==> src/rtl/quad_enc_speed.sv <==
// quad_enc_speed: 4x quadrature decoder with glitch filter, windowed signed count and saturated speed output.
module quad_enc_speed #(
    parameter int N      = 8,
    parameter int WINDOW = 55610,
    parameter int FILT   = 3,
    parameter int ACC_W  = 18
) (
    input  logic         clk,
    input  logic         rst_n,
    input  logic         enc_a,
    input  logic         enc_b,
    output logic [N-1:0] enc,
    output logic         valid,
    output logic         dir,
    output logic         err
);
    localparam int CW = $clog2(FILT + 1);
    localparam int WW = $clog2(WINDOW);
    localparam logic signed [ACC_W-1:0] SAT_HI = ACC_W'(2 ** (N - 1) - 1);
    localparam logic signed [ACC_W-1:0] SAT_LO = ACC_W'(-(2 ** (N - 1)));
    localparam logic signed [ACC_W-1:0] ONE    = ACC_W'(1);

    logic [1:0]              sync1_q, sync1_d, s_ab_q, s_ab_d, f_ab_q, f_ab_d;
    logic [CW-1:0]           cnt_q, cnt_d;
    logic                    armed_q, armed_d, werr_q, werr_d;
    logic signed [ACC_W-1:0] acc_q, acc_d, step, total;
    logic [WW-1:0]           wcnt_q, wcnt_d;
    logic [N-1:0]            enc_q, enc_d;
    logic                    valid_q, valid_d, dir_q, dir_d, err_q, err_d;
    logic                    pend, accept, mv, bad, close;
    logic [1:0]              dp;

    always_comb begin
        sync1_d = {enc_a, enc_b};
        s_ab_d  = sync1_q;
        // Until armed, the resting pin state is itself the pending value, so it gets accepted once without a step.
        pend    = !armed_q || (s_ab_q != f_ab_q);
        accept  = pend && (cnt_q == CW'(FILT - 1));
        cnt_d   = (accept || !pend || (sync1_q != s_ab_q)) ? '0 : cnt_q + 1'b1;
        f_ab_d  = accept ? s_ab_q : f_ab_q;
        armed_d = armed_q | accept;
        dp      = {s_ab_q[1], ^s_ab_q} - {f_ab_q[1], ^f_ab_q};
        mv      = accept && armed_q;
        step    = !mv ? '0 : (dp == 2'd1) ? ONE : (dp == 2'd3) ? -ONE : '0;
        bad     = mv && (dp == 2'd2);
        total   = acc_q + step;
        close   = wcnt_q == WW'(WINDOW - 1);
        wcnt_d  = close ? '0 : wcnt_q + 1'b1;
        acc_d   = close ? '0 : total;
        werr_d  = !close && (werr_q || bad);
        enc_d   = !close ? enc_q : (total > SAT_HI) ? SAT_HI[N-1:0] :
                  (total < SAT_LO) ? SAT_LO[N-1:0] : total[N-1:0];
        dir_d   = close ? total[ACC_W-1] : dir_q;
        err_d   = close ? (werr_q || bad) : err_q;
        valid_d = close;
    end

    always_ff @(posedge clk or negedge rst_n) begin
        if (!rst_n) begin
            sync1_q <= '0;
            s_ab_q  <= '0;
            f_ab_q  <= '0;
            cnt_q   <= '0;
            armed_q <= 1'b0;
            werr_q  <= 1'b0;
            acc_q   <= '0;
            wcnt_q  <= '0;
            enc_q   <= '0;
            valid_q <= 1'b0;
            dir_q   <= 1'b0;
            err_q   <= 1'b0;
        end else begin
            sync1_q <= sync1_d;
            s_ab_q  <= s_ab_d;
            f_ab_q  <= f_ab_d;
            cnt_q   <= cnt_d;
            armed_q <= armed_d;
            werr_q  <= werr_d;
            acc_q   <= acc_d;
            wcnt_q  <= wcnt_d;
            enc_q   <= enc_d;
            valid_q <= valid_d;
            dir_q   <= dir_d;
            err_q   <= err_d;
        end
    end

    assign enc   = enc_q;
    assign valid = valid_q;
    assign dir   = dir_q;
    assign err   = err_q;
endmodule
==> config.mk <==
export PLATFORM = sky130hd
export DESIGN_NAME = quad_enc_speed
export DESIGN_NICKNAME = d
export VERILOG_FILES = /design/src/rtl/quad_enc_speed.sv
export SDC_FILE = /design/constraint.sdc
export NUM_CORES = 1
export LEC_CHECK = 0
export BUFFER_PORTS_ARGS = -buffer_cell sky130_fd_sc_hd__buf_2
export CORE_MARGIN = 4
export CORE_UTILIZATION = 40
export CTS_CLUSTER_SIZE = 16
export DETAILED_ROUTE_END_ITERATION = 6
export SYNTH_ARGS = -nofsm -noshare
export SYNTH_HDL_FRONTEND = slang
export SYNTH_SLANG_ARGS = --single-unit
export TNS_END_PERCENT = 30
==> constraint.sdc <==
create_clock -name clk -period 10.89 [get_ports clk]
set_input_delay 2.178 -clock clk [delete_from_list [all_inputs] [get_ports clk]]
set_output_delay 2.178 -clock clk [all_outputs]
set_load 0.02 [all_outputs]
# == Word level (Yosys, flattened, before mapping) ==
# Index checks and enable logic that the tools add are counted.
# W data, S select, Z words.
# totals
register_bits,55
output_inout_bits,11
word_cells,47
input_bits,4
# op_classes
eq_ne,7
bitwise_logic,1
reduce_logical,13
n_addsub,4
order_cmp,2
muxes,8
# op_table
operator,count
$mux W18,4
$add A18 B18 Y18,1
$gt A18 B8 Y1 const B,1
$lt A18 B8 Y1 const B,1
$add A16 B1 Y16 const B,1
$eq A16 B16 Y1 const B,1
$mux W16,1
$mux W8,2
$eq A2 B2 Y1 const B,3
$logic_and A1 B1 Y1,4
$logic_or A1 B1 Y1,4
$ne A2 B2 Y1,2
$reduce_xor A2 Y1,2
$logic_not A1 Y1,3
$add A2 B1 Y2 const B,1
$eq A2 B1 Y1 const B,1
$mux W2,1
$sub A2 B2 Y2,1
$or A1 B1 Y1,1

# == Logic depth before layout (Yosys ltp) ==
# Gate-level depths: netlist of the first run.
# logic_depth
depth_word,10
ltp_mapped,19
ltp_nobuf,16

# == Least setup slack after synthesis of the first run ==
# Ideal clock, no wire load.
# synth_path
path_type,flip-flop to flip-flop
startpoint,reg s_ab_q[0]
endpoint,reg enc_q[0] (netlist: enc[0])
stages_incl_launch_ff,19
period_less_slack_ns,4.803
path_buffers,3
setup_time_ns,0.137
t_arrival_ns,4.666
required_time_ns,10.753
slack_ns,6.087
cell_sequence,dfrtp_1 -> clkbuf_1 -> xnor2_1 -> ha_1 -> nand3b_1 -> nor3_1 -> nor2_1 -> buf_2 -> buf_1 -> xnor2_1 -> ha_1 -> nor4_1 -> nand3_1 -> or4_1 -> o22ai_1 -> xor2_1 -> or4_1 -> o41ai_4 -> a21oi_1
# synth_between
elab_chain_len,10
word_cells_on_any_way,16
classes_between,add/sub (2); order compare (2); eq/ne (3); mux (5); reduce/logical (4)
# synth_rtl
element,line,source
from (decl),23,"logic [1:0] sync1_q, sync1_d, s_ab_q, s_ab_d, f_ab_q, f_ab_d;"
from (signal assigned),61,s_ab_q <= '0;
from (signal assigned),74,s_ab_q <= s_ab_d;
$reduce_xor A2 Y1,42,"dp = {s_ab_q[1], ^s_ab_q} - {f_ab_q[1], ^f_ab_q};"
$sub A2 B2 Y2,42,
$eq A2 B2 Y1,44,step = !mv ? '0 : (dp == 2'd1) ? ONE : (dp == 2'd3) ? -ONE : '0;
$mux W18 (2 in series),44,
$mux W18 *,44,
$add A18 B18 Y18 *,46,total = acc_q + step;
$lt A18 B8 Y1,52,(total < SAT_LO) ? SAT_LO[N-1:0] : total[N-1:0];
$mux W8,52,
$mux W8 *,51,enc_d = !close ? enc_q : (total > SAT_HI) ? SAT_HI[N-1:0] :
to (signal assigned),81,enc_q <= enc_d;
to (decl),28,"logic [N-1:0] enc_q, enc_d;"
# Every way passes the cells marked *; elsewhere a longest branch is shown, timed or not.
# A chain may end at the register's enable or synchronous reset.

# == Worst setup path in the final report of the first run ==
# layout_path
startpoint,reg s_ab_q[1]
endpoint,reg enc_q[0] (netlist: enc[0])
# Same word-level chain as after synthesis.

==> results of run 1 <==
==> logic make-up after synthesis <==
group / synth area share [%]
buffers and inverters: 2.85
adder cells (fa/ha/maj): 2.44
XOR/XNOR: 11.4
flip-flops: 44.8
AO/OA/AOI/OAI: 12.1
multiplexers: 2.04
AND/OR/NAND/NOR: 24.4
==> registers in the layout (all words and copies together), names as in the netlist <==
name,flops
cnt_q,2
dir,1
enc,8
valid,1
err,1
wcnt_q,16
s_ab_q,2
werr_q,1
armed_q,1
acc_q,18
s_ab_d,2
f_ab_q,2
==> cell usage after synthesis (4+ instances only) <==
cell      count  area [um^2]
a21oi_1      15         75.1
and3_1        8         50.1
clkbuf_1     10         37.5
dfrtp_1      55         1380
ha_1          6         75.1
inv_1        11         41.3
mux2i_1       4         40.0
nand2_1      18         67.6
nand3_1      17         85.1
nand4b_1      5         43.8
nor2_1       51          191
nor3_1       11         55.1
nor4_1        5         31.3
o21ai_0       6         30.0
o21bai_1      5         37.5
o22ai_1       4         25.0
or3_1         5         31.3
or4_1         6         45.0
xnor2_1      21          184
xor2_1       17          149
==> routing by layer <==
| layer | part of all wire (%) | GRT usage [%] | vias to the layer above |
|---|---|---|---|
| met2 | 47 | 26.0 | 54 |
| met4 | 1.8 | 5.69 | 0 |
| met1 | 47 | 22.1 | 1169 |
| met5 | 0 | 0 | - |
| li1 | - | - | 1183 |
| met3 | 3.7 | 3.16 | 10 |
==> area by class of cell <==
cell class	count	area, um^2	share of cell area, %
clock inverter	2	20.0	0.598
timing repair buffer	17	92.6	2.76
clock buffer	6	82.6	2.47
multi-input combinational	249	1610	48.2
tap	99	124	3.70
sequential	55	1380	41.1
inverter	11	41.3	1.23
==> placed cells by master (no fill, tap or decap), types with 6 or more instances in the layout <==
master,n
dfrtp_1,55
nor2_1,51
xnor2_1,21
nand2_1,18
xor2_1,17
nand3_1,17
a21oi_1,15
buf_2,14
inv_1,11
nor3_1,10
and3_1,8
or4_1,6
o21ai_0,6
ha_1,6
clkbuf_8,6
==> final timing paths <==
check	from	to	slack, ns	depth (start not counted)
hold / removal	s_ab_d[1]	s_ab_q[1]	0.41	0
min in group asynchronous	rst_n	acc_q[8]	1.96	2
hold reg to reg	s_ab_d[1]	s_ab_q[1]	0.41	0
setup reg to reg	s_ab_q[1]	enc[0]	5.80	16
max in group asynchronous	rst_n	enc[5]	8.43	2
setup / recovery	s_ab_q[1]	enc[0]	5.80	16
==> power by group through the flow <==
stage	clock network, mW	registers, mW	logic, mW
6_report	0.127	0.281	0.212
5_1_grt	0.141	0.287	0.239
4_1_cts	0.133	0.280	0.211
3_5_place_dp	0	0.284	0.210
3_3_place_gp	0	0.283	0.209
2_1_floorplan	0	0.264	0.176
==> metrics by stage <==
step | instances | hold WS [ns] | utilization [%] | area, um^2
final | 439 | 0.408 | 45.4 | 3350
after detailed placement | 431 | 0.390 | 44.1 | 3250
after CTS | 439 | 0.415 | 45.4 | 3350
after floorplan | 327 | 0.372 | - | 3070
after global placement | 431 | 0.388 | 44.1 | 3250
after global routing | 439 | 0.425 | 45.4 | 3350
==> out/results.txt, run 1 <==
Root Buffer: clkbuf_8
Antenna diodes: 0
Worst path slowest cell: or4_1
first-pass detailed-route iteration total: 4
synth warn: 0
max_cap viols: 0
fillers: 727
Crit path required time: 11.07 ns
number of port buffers: 14
Final WS setup: 5.80 ns
PD cells: 185 nW/um^2
Detail Placement HPWL: 4900 um
Core Area: 7370 um^2
Layout area overhead: 9.04%
Gate power share: 34.2%
Critical Path AT: 5.27 ns
Worst Skew: 0.00888 ns
global-route usage over all layers: 16.3%
synthesized area: 3070 um^2
part of the power in registers: 45.3%
I/O Pins: 15
Hold Fails Final Rpt: 0
Least-Margin Pin Slew: 0.731 ns
Power Internal: 0.379 mW
#FFs+latches synth: 55
DR iter-0 viols: 208
Die W: 95.6 um
leakage power total: 1.51 nW
status: finished clean
fmax: 197 MHz
DIE HEIGHT: 95.6 um
Clock Power Share: 20.5%
first-pass GRT wire length: 11,600 um
CP peak stage delay: 0.57 ns
Mapped Avg Cell Area: 9.39 um^2
post-CTS setup buffer count: 0
Crit Path Class: reg -> reg
H-tree Lvls: 2
Final period util: 46.7%
largest net degree at the start of global routing: 56
relative slew slack: 50.0%
ys flop type: dfrtp_1
routed len/inst: 15.8 um
number of global-route vias before repair: 2,380
CTS buffer count: 5
Period minus WS final: 5.09 ns
starting density of the core: 41.7%
CP endpoint kind: register
VDD IR max: 0.0000656 V
die area: 9150 um^2
clock tree buffer depth: 2
gr ovfl total: 0
CTS tree: built
CP max FO: 20
Rows: 31
initial antenna violation count: 0
Mapped Nets: 337
final wirelength: 6940 um
layout cell share with drive strength beyond 1: 10.6%
Hold Crit Class: reg -> reg
Sink Count: 55
sequential fraction of the synthesis area: 44.8%
DRC viols: 0
crit start category: register
total power: 0.620 mW
WP buf/inv: 1
Final ANT Viol Nets: 0
Sum Neg Setup Slack: 0 ns
Final setup viols: 0
ys async rst share: 100%
NetSw: 0.241 mW
Mapped Cells: 327
CTS hold repair buffers: 0
Final Max Tran Viols: 0
Vias: 2,416
Nets: 349
clk slew on worst S/H paths: 0.10 ns
switch share: 38.9%
Post-synth EDFFs: 0
gpl congestion: 0.869
pre-CTS setup slack: 5.86 ns
vias per cell: 5.50
cell family with most CP delay: simple AND/OR/NAND/NOR gates
post-CTS sizing: 0
Skew-Pair Late Insertion Delay: 0.31 ns
Yosys cell types: 51
RSZ-0062 raised after global routing: false
Cell Chain, Critical Path: xnor2_1 -> ha_1 -> nand3b_1 -> nor3_1 -> nor2_1 -> buf_4 -> xnor2_1 -> ha_1 -> nor4_1 -> nand3_1 -> or4_1 -> o22ai_1 -> xor2_1 -> or4_1 -> o41ai_4 -> a21oi_1
(Power assumes the default switching activity.)
==> inputs of run 2 (changes only) <==
- clock period: 10.89 -> 4.5 ns (I/O delays scaled with it)
==> run 2 against run 1 <==
Against the previous run: critical path depth did not move; highest routed layer unchanged; clock power is 140% higher; sequential power up 140%; via count is 4.6% higher; maximum frequency increased by 19%; clock-buffer cell count unchanged; flip-flop and latch count did not move; first-iteration DRC count shrank 48%; final cell count rose by 2.7%; worst hold slack improved by 0.0033 ns; register-to-register slack got worse by 5.6 ns; critical path type unchanged.
==> out/results.txt, run 2 (synthesized netlist as in run 1, its figures left out) <==
layout cell share with drive strength beyond 1: 17.0%
cell family with most CP delay: simple AND/OR/NAND/NOR gates
first-pass GRT wire length: 11,900 um
CP peak stage delay: 0.53 ns
global-route usage over all layers: 16.8%
final core utilization: 47.5%
Least-Margin Pin Slew: 0.721 ns
gr ovfl total: 0
final wirelength: 7210 um
DR iter-0 viols: 109
Final period util: 94.7%
Hold Fails Final Rpt: 0
Detail Placement HPWL: 4960 um
Root Buffer: clkbuf_8
NetSw: 0.602 mW
Period minus WS final: 4.26 ns
min-delay src: s_ab_d[0]
Die W: 95.6 um
CP endpoint kind: register
Rows: 31
relative slew slack: 51.6%
Layout area overhead: 13.8%
Sink Count: 55
CP max FO: 5
Clock Power Share: 19.5%
non-filler instance count after layout: 451
CTS tree: built
Skew-Pair Late Insertion Delay: 0.32 ns
Biggest register: acc_q
DIE HEIGHT: 95.6 um
Antenna diodes: 0
leakage power total: 1.56 nW
fmax: 235 MHz
Crit Reg-Reg Startpoint: s_ab_q[1]
CP dominant cell by count: xnor2_1
Critical Path AT: 4.47 ns
crit start category: register
clk slew on worst S/H paths: 0.11 ns
Final Max Tran Viols: 0
Hold Crit Class: reg -> reg
routed len/inst: 16.0 um
I/O Pins: 15
VDD IR max: 0.000139 V
Sum Neg Setup Slack: 0 ns
switch share: 38.4%
DRC viols: 0
worst-case reg-to-reg path depth: 16
Cell Chain, Critical Path: xnor2_1 -> ha_1 -> nand3b_1 -> and4b_2 -> nor2_1 -> xnor2_1 -> ha_2 -> nor4_4 -> nand3_2 -> or4_1 -> o22ai_2 -> xor2_1 -> or4_4 -> o41ai_4 -> buf_4 -> a21oi_1
CTS hold repair buffers: 0
DP Cell Count: 434
Core Area: 7370 um^2
H-tree Lvls: 2
commonest non-fill, non-tap cell in the layout: dfrtp_1
crit path launch: s_ab_q[1]
Final ANT Viol Nets: 0
WHS Path Cells: 0
first-pass detailed-route iteration total: 4
Worst Skew: 0.00871 ns
number of global-route vias before repair: 2,493
PD cells: 449 nW/um^2
Worst path slowest cell: or4_4
Crit. path cell count: 16
max reg flops: 18
max_cap viols: 0
Final setup viols: 0
most frequent cells in the layout: dfrtp_1, nor2_1, xnor2_1, nand2_1, xor2_1
Gate power share: 37.1%
status: finished clean
gpl congestion: 0.926
Power Internal: 0.966 mW
Vias: 2,526
largest net degree at the start of global routing: 44
RSZ-0062 raised after global routing: false
WP buf/inv: 1
part of the power in registers: 43.4%
initial antenna violation count: 0
Crit Path Class: reg -> reg
starting density of the core: 41.7%
CTS buffer count: 5
Crit path required time: 4.71 ns
number of port buffers: 14
vias per cell: 5.60
die area: 9150 um^2
Nets: 361
clock tree buffer depth: 2
-- run 2: changes by cell type in the layout (fill, tap and decap cells not counted), sizes merged --
cell    before  now
clkinv       1    0
inv         12   13
buf         17   29
-- run 2: routing by layer --
metal	up-vias	global-route usage, %	wire (um)
met1	1236	22.2	3260
met4	0	6.40	145
met3	15	3.47	340
met2	68	27.2	3460
met5	-	0	0
li1	1207	-	-
-- run 2: stage by stage --
step / setup WS (ns) / total power, mW / cell area (um^2) / hold WS [ns]
6_report: 0.237 / 1.57 / 3500 / 0.411
5_1_grt: 0.0398 / 1.68 / 3500 / 0.425
4_1_cts: 0.0881 / 1.53 / 3410 / 0.417
3_5_place_dp: 0.0163 / 1.22 / 3300 / 0.392
3_3_place_gp: 0.146 / 1.22 / 3300 / 0.383
2_1_floorplan: 0.0147 / 1.09 / 3100 / 0.372
-- run 2: final timing paths --
path	to	slack (ns)
setup / recovery	enc[6]	0.24
hold / removal	s_ab_q[0]	0.41
setup reg to reg	enc[6]	0.24
hold reg to reg	s_ab_q[0]	0.41
max in group asynchronous	f_ab_q[0]	3.15
min in group asynchronous	acc_q[14]	0.49
-- run 2: power by group through the flow --
stage	Combinational (mW)	Clock [mW]	Sequential, mW
after floorplan	0.442	0	0.645
after global placement	0.532	0	0.691
after detailed placement	0.529	0	0.690
after CTS	0.532	0.320	0.682
after global routing	0.651	0.336	0.697
final	0.583	0.306	0.681
-- run 2: final cells by class --
class	instances	area (um^2)
Clock buffer	6	82.6
Clock inverter	2	17.5
Fill cell	727	3870
Inverter	11	41.3
Multi-Input combinational cell	249	1670
Sequential cell	55	1380
Tap cell	99	124
Timing Repair Buffer	29	183
-- run 2: timing repair --
action,in CTS,in global routing
gates resized for setup,0,10
pin swaps,1,3
setup buffers,2,7
hold endpoints to repair,0,0
setup endpoints to repair,2,7
